[src/rtl/_mul16_seq.sv]
// Iterative shift-add unsigned multiplier: N x N -> 2N, one multiplier bit per clock.
// A start/busy/done handshake accepts a new operation in IDLE or directly from DONE.
module _mul16_seq #(
    parameter int N = 16
) (
    input  logic           in_clk,
    input  logic           in_reset,
    input  logic           in_start,
    input  logic [0:N-1]   in_a,
    input  logic [0:N-1]   in_b,
    output logic           out_busy,
    output logic           out_done,
    output logic [0:2*N-1] out_p
);
    // state | meaning
    // IDLE  | waiting for in_start; out_p holds last product
    // RUN   | N shift-add steps, one multiplier bit per edge
    // DONE  | out_done pulse; in_start here chains straight into RUN
    typedef enum logic [1:0] {S_IDLE, S_RUN, S_DONE} state_t;

    localparam int CW = $clog2(N) + 1;
    localparam logic [CW-1:0] LAST = CW'(N - 1);

    state_t        state;
    logic [N-1:0]  a_in, b_in, a_reg, b_reg, a_sel, b_sel, pp;
    logic [2*N-1:0] acc, acc_next;
    logic [N:0]    sum;
    logic [CW-1:0] count;

    assign a_in = in_a;
    assign b_in = in_b;

    // per-bit partial-product gating and operand load selection
    for (genvar i = 0; i < N; i++) begin : g_bit
        assign pp[i]    = a_reg[i] & b_reg[0];
        assign a_sel[i] = in_start ? a_in[i] : a_reg[i];
        assign b_sel[i] = in_start ? b_in[i] : b_reg[i];
    end

    // carry out of the upper-half add becomes the new acc MSB after the shift
    assign sum      = {1'b0, acc[2*N-1:N]} + {1'b0, pp};
    assign acc_next = {sum, acc[N-1:1]};

    always_ff @(posedge in_clk or posedge in_reset) begin
        if (in_reset) begin
            state    <= S_IDLE;
            a_reg    <= '0;
            b_reg    <= '0;
            acc      <= '0;
            count    <= '0;
            out_busy <= 1'b0;
            out_done <= 1'b0;
            out_p    <= '0;
        end else begin
            case (state)
                S_IDLE, S_DONE: begin
                    out_done <= 1'b0;
                    a_reg    <= a_sel;
                    b_reg    <= b_sel;
                    if (in_start) begin
                        acc      <= '0;
                        count    <= '0;
                        out_busy <= 1'b1;
                        state    <= S_RUN;
                    end else begin
                        state    <= S_IDLE;
                    end
                end
                S_RUN: begin
                    acc   <= acc_next;
                    b_reg <= b_reg >> 1;
                    count <= count + CW'(1);
                    if (count == LAST) begin
                        state    <= S_DONE;
                        out_busy <= 1'b0;
                        out_done <= 1'b1;
                        out_p    <= acc_next;
                    end
                end
                default: state <= S_IDLE;
            endcase
        end
    end
endmodule

[config.mk]
export PLATFORM = sky130hd
export DESIGN_NAME = _mul16_seq
export DESIGN_NICKNAME = d
export VERILOG_FILES = /design/src/rtl/_mul16_seq.sv
export SDC_FILE = /design/constraint.sdc
export NUM_CORES = 1
export LEC_CHECK = 0
export ABC_CLOCK_PERIOD_IN_PS = 3600
export CAP_MARGIN = 10
export CORE_ASPECT_RATIO = 0.9
export CORE_MARGIN = 2
export CORE_UTILIZATION = 49
export DETAILED_ROUTE_END_ITERATION = 10
export PLACE_DENSITY = 0.76
export SYNTH_ARGS = -nofsm -noshare
export SYNTH_HDL_FRONTEND = slang
export SYNTH_SLANG_ARGS = --single-unit
export TNS_END_PERCENT = 50
[constraint.sdc]
create_clock -name in_clk -period 3.6 [get_ports in_clk]
set_input_delay 0.72 -clock in_clk [delete_from_list [all_inputs] [get_ports in_clk]]
set_output_delay 0.72 -clock in_clk [all_outputs]
set_load 0.03 [all_outputs]
# After elaboration in Yosys (flattened, before gate mapping)
# Index checks and enable logic that the tools add are counted.
[op_classes]
n_addsub = 2
n_eq_ne = 5
mux = 29
bitwise_logic = 16
reduce_logical = 8
[op_table]
columns = ["cell", "n"]
rows = [
  ["32-bit case mux with 2 select lines", 1],
  ["32-bit 2-to-1 mux", 1],
  ["16-bit case mux with 2 select lines", 1],
  ["1-bit 2-to-1 mux", 20],
  ["16-bit by 16-bit adder with 17-bit output", 1],
  ["1-bit AND", 16],
  ["5-bit case mux with 2 select lines", 1],
  ["2-bit AND reduction", 4],
  ["5-bit by 1-bit adder with 5-bit output, second input constant", 1],
  ["5-bit by 4-bit == test with 1-bit output, second input constant", 1],
  ["5-bit 2-to-1 mux", 1],
  ["2-bit != test, second input constant", 2],
  ["1-bit case mux with 2 select lines", 2],
  ["2-bit case mux with 2 select lines", 1],
  ["3-bit AND reduction", 1],
  ["2-bit by 1-bit == test with 1-bit output, second input constant", 1],
  ["2-bit == test, second input constant", 1],
  ["2-bit zero test", 1],
  ["2-bit 2-to-1 mux", 1],
  ["2-bit nonzero test", 1],
  ["2-bit OR reduction", 1],
]
[totals]
reg_bits = 105
input_bits = 35
out_inout_bits = 34
word_cells = 68

# Longest topological paths before layout
# Gate-level depths: netlist of the first run.
[logic_depth]
depth_word = 4
ltp_mapped = 10
depth_no_buf = 9

# Worst setup path before layout of the first run
# Ideal clock, no wire load.
[synth_timing]
path_type = "register to register"
start = "register b_reg[0]"
end = "register acc[29]"
setup_ps = 124
arrival_ps = 2582
required_ps = 3476
slack_ps = 895
path_stages_with_launch = 11
n_path_buf = 1
period_less_slack_ps = 2705
cell_sequence = "dfrtp_1 clkbuf_1 and2_1 ha_1 fa_1 a21o_1 a311oi_2 nor3_2 a211oi_4 nor4_1 a211o_1"
[synth_between]
elab_chain_len = 3
word_cells_on_any_way = 17
cone_classes = "add/sub: 1; mux: 1; bitwise: 15"
[synth_lines]
columns = ["element", "line", "text"]
rows = [
  ["from (decl)", "25", "logic [N-1:0] a_in, b_in, a_reg, b_reg, a_sel, b_sel, pp;"],
  ["from (signal assigned)", "59", "b_reg <= b_sel;"],
  ["from (signal assigned)", "71", "b_reg <= b_reg >> 1;"],
  ["1-bit AND", "35", "assign pp[i] = a_reg[i] & b_reg[0];"],
  ["16-bit by 16-bit adder with 17-bit output *", "41", "assign sum = {1'b0, acc[2*N-1:N]} + {1'b0, pp};"],
  ["32-bit case mux with 2 select lines *", "55", "case (state)"],
  ["to (signal assigned)", "70", "acc <= acc_next;"],
  ["to (decl)", "26", "logic [2*N-1:0] acc, acc_next;"],
]
# Mark *: on every way between the ends. The rest lies on a longest branch, timed or not.
# A chain may end at the register's enable or synchronous reset.

# Final worst setup path of the first run
# Same ends and word-level chain as after synthesis.

==> results.sh, run 1 <==
export IMPL_outcome="finished, final reports clean"
export IMPL_grt_pass1_vias=3496
export IMPL_drc=0
export IMPL_setup_viol=0
export IMPL_holdBufCountCts=0
export IMPL_io_buffer_count=68
export IMPL_hp_class="reg -> reg"
export IMPL_final_cell_mix="nand2_1, dfrtp_1, clkdlybuf4s50_1"
export IMPL_cp_data_required_time_ps=3860
export IMPL_postRouteAntennaNets=0
export IMPL_grt_use_met1_pct=29.3
export IMPL_critPathLaunchType="register"
export IMPL_die_area_mm2=0.0106
export IMPL_die_w_um=108
export IMPL_fin_crit_ps=2930
export IMPL_grt_use_met3_pct=4.41
export IMPL_grt_overflow_total=0
export IMPL_worst_slew_pin_slew_ps=929
export IMPL_relSlewSlack_pct=38.0
export IMPL_h_tree_depth=3
export IMPL_final_common_cell="nand2_1"
export IMPL_worstPathCellList="and2_1 -> ha_1 -> fa_1 -> a21o_1 -> a311oi_2 -> nor3_2 -> a211oi_4 -> nor4_1 -> a211o_1"
export IMPL_routed_wl_mm=9.75
export IMPL_grt_max_degree=64
export IMPL_vias_per_cell=5.27
export IMPL_coreArea_mm2=0.00961
export IMPL_ios=69
export IMPL_cts_buffers=9
export IMPL_clockRootBuffer="clkbuf_8"
export IMPL_synth_area_leader_cell="dfrtp_1"
export IMPL_p_leak_nw=2.76
export IMPL_n_fill_cell=873
export IMPL_skew_ps=15.6
export IMPL_reg2reg_depth=9
export IMPL_swShare_pct=42.6
export IMPL_clock_sinks=104
export IMPL_top_register="out_p"
export IMPL_hold_viol=0
export IMPL_hold_slack_ps=478
export IMPL_critPathSlowestCell="dfrtp_1"
export IMPL_synth_area_mm2=0.00480
export IMPL_fmax_ghz=0.341
export IMPL_maxCapViolations=0
export IMPL_cp_end_kind="register"
export IMPL_powerDensity_mw_per_mm2=946
export IMPL_syn2layout_area_growth_pct=20.9
export IMPL_hold_end="a_reg[1]"
export IMPL_synth_edf_count=0
export IMPL_cts_tree="built"
export IMPL_vias=3613
export IMPL_die_h_um=97.9
export IMPL_post_place_ws_ps=683
export IMPL_path_max_fanout=17
export IMPL_syn_area_per_cell_um2=9.69
export IMPL_p_sw_mw=2.34
export IMPL_irDropWorstVdd_mv=0.362
export IMPL_cpPeakStageDelay_ps=530
export IMPL_clockPowerShare_pct=12.7
export IMPL_largest_register_ffs=32
export IMPL_min_path_cells=2
export IMPL_busiest_layer="met2"
export IMPL_place_hpwl_mm=6.77
export IMPL_top_regs="out_p: 32 flops, acc: 31 flops"
export IMPL_drt_iter0_markers=191
export IMPL_clock_path_buffers=2
export IMPL_finalCritPeriodShare_pct=81.4
export IMPL_postLayoutSetupSlackWorst_ps=669
export IMPL_grt_usage_pct=20.0
export IMPL_cts_resized=0
export IMPL_combPwrFrac_pct=49.6
export IMPL_maxSlewViolCount=0
export IMPL_wl_per_cell_um=14.2
export IMPL_fin_tns_setup_ps=0
export IMPL_yosys_warnings=0
export IMPL_reg2reg_to="acc[29]"
export IMPL_floorplan_initialDensity_pct=49.9
export IMPL_yosysSeqAreaShare_pct=54.3
export IMPL_rows=34
export IMPL_drive_above_1_share_pct=6.44
export IMPL_synth_top_area_share_pct=54.3
export IMPL_ff2ff_setup_slack_ps=670
export IMPL_dominantRegCellSynth="dfrtp_1"
export IMPL_drtPass1Iterations=4
export IMPL_syn_inst=495
export IMPL_rsz0062_at_grt="no"
export IMPL_synth_fp_nets=549
export IMPL_antenna_found_initial=0
export IMPL_place_congestion=0.861
export IMPL_num_antenna_cells=0
export IMPL_p_seq_share_pct=37.7
export IMPL_synthTopCellsByArea="dfrtp_1, nand2_1, ha_1"
export IMPL_grt_pass1_wl_mm=16.8
export IMPL_grt_util_met2_pct=30.4
export IMPL_cts_setup_buffers=0
export IMPL_clk_latency_ps=380
export IMPL_worstPathArrival_ps=3190
export IMPL_criticalPathCategory="reg -> reg"
export IMPL_r2r_start="b_reg[0]"
export IMPL_synth_cell_types=44
export IMPL_async_reset_ff_share_pct=100
export IMPL_path_clk_slew_ps=100
export IMPL_p_total_mw=5.49
export IMPL_internal_power_mw=3.15
export IMPL_hp_start="a_reg[1]"
export IMPL_synth_seq_cells=104
export IMPL_fin_nets=608
## worst max-delay path by stage
stage | startpoint | to | slack, ps
global placement | b_reg[0] | acc[29] | 740
CTS | b_reg[0] | acc[29] | 670
global route | b_reg[0] | acc[27] | 440
detailed placement | b_reg[0] | acc[29] | 680
finish | b_reg[0] | acc[29] | 670
floorplan | in_reset | a_reg[0] | 150
## power by group through the flow
stage	logic [mW]	clock network [mW]	registers (mW)
after global placement	2.65	0	2.07
after CTS	2.74	0.709	2.07
after floorplan	1.60	0	2.35
after global routing	3.03	0.760	2.14
after detailed placement	2.72	0	2.09
final	2.72	0.697	2.07
## critical path: cells and delay by family, from the launching register on
family | cells | cell delay, ps
and+or+nand+nor | 3 | 410
DFF | 1 | 530
adders and majority gates | 2 | 600
AOI/OAI and AO/OA | 4 | 1270
## Yosys cell counts, types with 5 or more instances
cell	number
a22oi_1	15
dfrtp_1	104
o21ai_0	23
a21oi_1	17
ha_1	18
clkbuf_1	18
nand3_1	5
buf_1	6
a22o_1	24
and2_1	18
xor2_1	6
inv_1	5
nand2_1	163
nor2_1	17
## area by class of cell
| class | instances | area [µm²] | area share [%] |
|---|---|---|---|
| multi-input cells | 360 | 2090 | 36.1 |
| well taps | 126 | 158 | 2.72 |
| inverters | 5 | 21.3 | 0.367 |
| clock buffers | 10 | 128 | 2.20 |
| flip-flops and latches | 104 | 2600 | 44.9 |
| repair buffers | 74 | 738 | 12.7 |
| clock inverters | 6 | 60.1 | 1.04 |
## layer usage
layer  part of all wire, %  vias up  routed length (µm)
li1                      -     1809                   -
met2                    45       71                4400
met1                    50     1725                4860
met3                   3.9        8                 377
met5                     0        -                   0
met4                   1.2        0                 119
## per-stage QoR
stage                     area [µm²]  util, %  cells
after global placement          5610     58.4    669
after floorplan                 4800        -    495
after CTS                       5800     60.3    685
final                           5800     60.3    685
after detailed placement        5610     58.4    669
after global routing            5800     60.3    685
## cells by family (layout without fill, tap and decap cells)
logic type / count (synthesis) / count (layout) / share of synthesized area [%]
fa+ha+maj: 19 / 19 / 5.11
flops: 104 / 104 / 54.3
simple gates: 223 / 223 / 19.8
mux: 4 / 4 / 0.939
xor+xnor: 10 / 10 / 1.83
compound gates: 104 / 104 / 15.5
buf+inv: 31 / 95 / 2.48
Power figures use the tool's default switching activity.
==> run 2: changes to the inputs <==
--- a/config.mk
+++ b/config.mk
@@ -5,7 +5,7 @@
 export SDC_FILE = /design/constraint.sdc
 export NUM_CORES = 1
 export LEC_CHECK = 0
-export ABC_CLOCK_PERIOD_IN_PS = 3600
+export ABC_CLOCK_PERIOD_IN_PS = 2600
 export CAP_MARGIN = 10
 export CORE_ASPECT_RATIO = 0.9
 export CORE_MARGIN = 2
==> constraint.sdc (replaced) <==
create_clock -name in_clk -period 2.6 [get_ports in_clk]
set_input_delay 0.52 -clock in_clk [delete_from_list [all_inputs] [get_ports in_clk]]
set_output_delay 0.52 -clock in_clk [all_outputs]
set_load 0.03 [all_outputs]
==> run 2 against run 1 <==
Net effect: utilization is 2.4 points higher; non-clock buffer count is 16 higher; largest power group unchanged; critical endpoint is now out_p[0]; setup slack got worse by 630 ps; maximum frequency increased by 14%; sequential share of layout area shrank 1.7 points; clock skew hardly changed; worst hold slack is essentially flat; largest cell class unchanged; sequential power is 38% higher.
==> results.sh, run 2 (same netlist as run 1, synthesis figures left out) <==
export IMPL_syn2layout_area_growth_pct=25.8
export IMPL_grt_pass1_wl_mm=17.7
export IMPL_criticalPathCategory="reg -> reg"
export IMPL_drive_above_1_share_pct=11.5
export IMPL_cts_buffers=9
export IMPL_clock_path_buffers=2
export IMPL_ios=69
export IMPL_worstPathArrival_ps=2790
export IMPL_stdcell_count=701
export IMPL_holdBufCountCts=0
export IMPL_clockRootBuffer="clkbuf_8"
export IMPL_critPathLaunchType="register"
export IMPL_rsz0062_at_grt="yes"
export IMPL_fmax_ghz=0.390
export IMPL_antenna_found_initial=0
export IMPL_place_hpwl_mm=6.95
export IMPL_vias_per_cell=5.33
export IMPL_die_h_um=97.9
export IMPL_critPathSlowestCell="dfrtp_1"
export IMPL_worst_slew_pin_slew_ps=955
export IMPL_die_area_mm2=0.0106
export IMPL_p_leak_nw=2.85
export IMPL_drtPass1Iterations=4
export IMPL_ff2ff_setup_slack_ps=40
export IMPL_path_clk_slew_ps=100
export IMPL_hold_viol=0
export IMPL_final_common_cell="nand2_1"
export IMPL_powerDensity_mw_per_mm2=1340
export IMPL_drt_iter0_markers=249
export IMPL_num_antenna_cells=0
export IMPL_largest_register_ffs=32
export IMPL_n_fill_cell=828
export IMPL_relSlewSlack_pct=36.2
export IMPL_clk_latency_ps=370
export IMPL_top_register="out_p"
export IMPL_irDropWorstVdd_mv=0.598
export IMPL_grt_pass1_vias=3707
export IMPL_coreArea_mm2=0.00961
export IMPL_skew_ps=15.5
export IMPL_grt_max_degree=105
export IMPL_rows=34
export IMPL_postRouteAntennaNets=0
export IMPL_floorplan_initialDensity_pct=49.9
export IMPL_drc=0
export IMPL_hp_class="reg -> reg"
export IMPL_outcome="finished, final reports clean"
export IMPL_wl_per_cell_um=15.0
export IMPL_cpPeakStageDelay_ps=410
export IMPL_h_tree_depth=3
export IMPL_p_total_mw=8.08
export IMPL_grt_overflow_total=0
export IMPL_io_buffer_count=68
export IMPL_place_congestion=0.898
export IMPL_vias=3739
export IMPL_path_max_fanout=4
export IMPL_cp_data_required_time_ps=2820
export IMPL_place_inst=681
export IMPL_routed_wl_mm=10.5
export IMPL_setup_viol=0
export IMPL_maxSlewViolCount=0
export IMPL_top_regs="out_p: 32 flops, acc: 31 flops"
export IMPL_cts_tree="built"
export IMPL_cp_end_kind="register"
export IMPL_maxCapViolations=0
export IMPL_worstPathCellList="and2_4 -> ha_4 -> fa_2 -> a21o_1 -> a311oi_4 -> nor3_4 -> a211oi_4 -> buf_4 -> o31a_1 -> a21oi_2"
export IMPL_finalCritPeriodShare_pct=98.6
export IMPL_clock_sinks=104
export IMPL_final_cell_mix="nand2_1, dfrtp_1, clkdlybuf4s50_1"
export IMPL_die_w_um=108
export IMPL_grt_usage_pct=20.8
export IMPL_fin_crit_ps=2560
export IMPL_fin_nets=624
-- run 2: changes by cell type in the layout (fill, tap and decap cells not counted), sizes merged --
| cell | delta |
|---|---|
| buf | +16 |
| bufinv | +1 |
| clkinv | -1 |
| clkinvlp | +3 |
| inv | -3 |
-- run 2: layout make-up --
cell class | count | area [µm²] | share of cell area (%)
clock buffers | 10 | 138 | 2.28
multi-input cells | 360 | 2180 | 36.1
clock inverters | 6 | 73.8 | 1.22
flip-flops and latches | 104 | 2600 | 43.1
repair buffers | 90 | 862 | 14.3
well taps | 126 | 158 | 2.61
inverters | 5 | 22.5 | 0.373
-- run 2: worst paths after layout --
check / start / endpoint / cells after the start
worst max register to register: b_reg[0] / out_p[0] / 10
min in group asynchronous: in_reset / acc[15] / 3
worst min register to register: a_reg[6] / a_reg[6] / 2
worst min-delay path: a_reg[6] / a_reg[6] / 2
max in group asynchronous: in_reset / acc[27] / 3
worst max-delay path: b_reg[0] / out_p[0] / 10
-- run 2: critical path: cells and delay by family, from the launching register on --
family / cells / cell delay [ps]
adders and majority gates: 2 / 480
buffers and inverters: 1 / 170
DFF: 1 / 410
and+or+nand+nor: 2 / 220
AOI/OAI and AO/OA: 5 / 1130
-- run 2: repair_timing --
item | CTS | global route
pin swaps | 2 | 9
hold endpoints to repair | 0 | 0
setup buffers | 0 | 4
endpoints found under the setup margin | 5 | 10
gates resized for setup | 0 | 21
-- run 2: metrics by stage --
stage / worst slack, ps / setup TNS [ps] / cell area [µm²] / hold WS (ps) / util [%]
after floorplan: -105 / -345 / 4800 / 438 / -
after global placement: -9.23 / -12.3 / 5700 / 455 / 59.3
after detailed placement: -42.0 / -85.0 / 5700 / 457 / 59.3
after CTS: 16.0 / 0 / 5920 / 479 / 61.5
after global routing: -48.8 / -97.6 / 6030 / 504 / 62.8
final: 36.7 / 0 / 6030 / 478 / 62.8
-- run 2: report_power, final --
group | switching [mW] | total [mW] | leakage (nW) | internal, mW
Sequential | 0.479 | 2.86 | 1.29 | 2.38
Combinational | 2.31 | 4.16 | 1.45 | 1.84
Clock | 0.586 | 1.07 | 0.101 | 0.484
Total | 3.38 | 8.08 | 2.85 | 4.70
-- run 2: per-layer routing --
| metal | vias to the layer above | track usage, % | share of wire [%] |
|---|---|---|---|
| met1 | 1800 | 31.8 | 49 |
| met5 | - | 0 | 0 |
| li1 | 1842 | - | - |
| met2 | 89 | 30.9 | 46 |
| met4 | 0 | 4.24 | 0.87 |
| met3 | 8 | 4.41 | 4.8 |
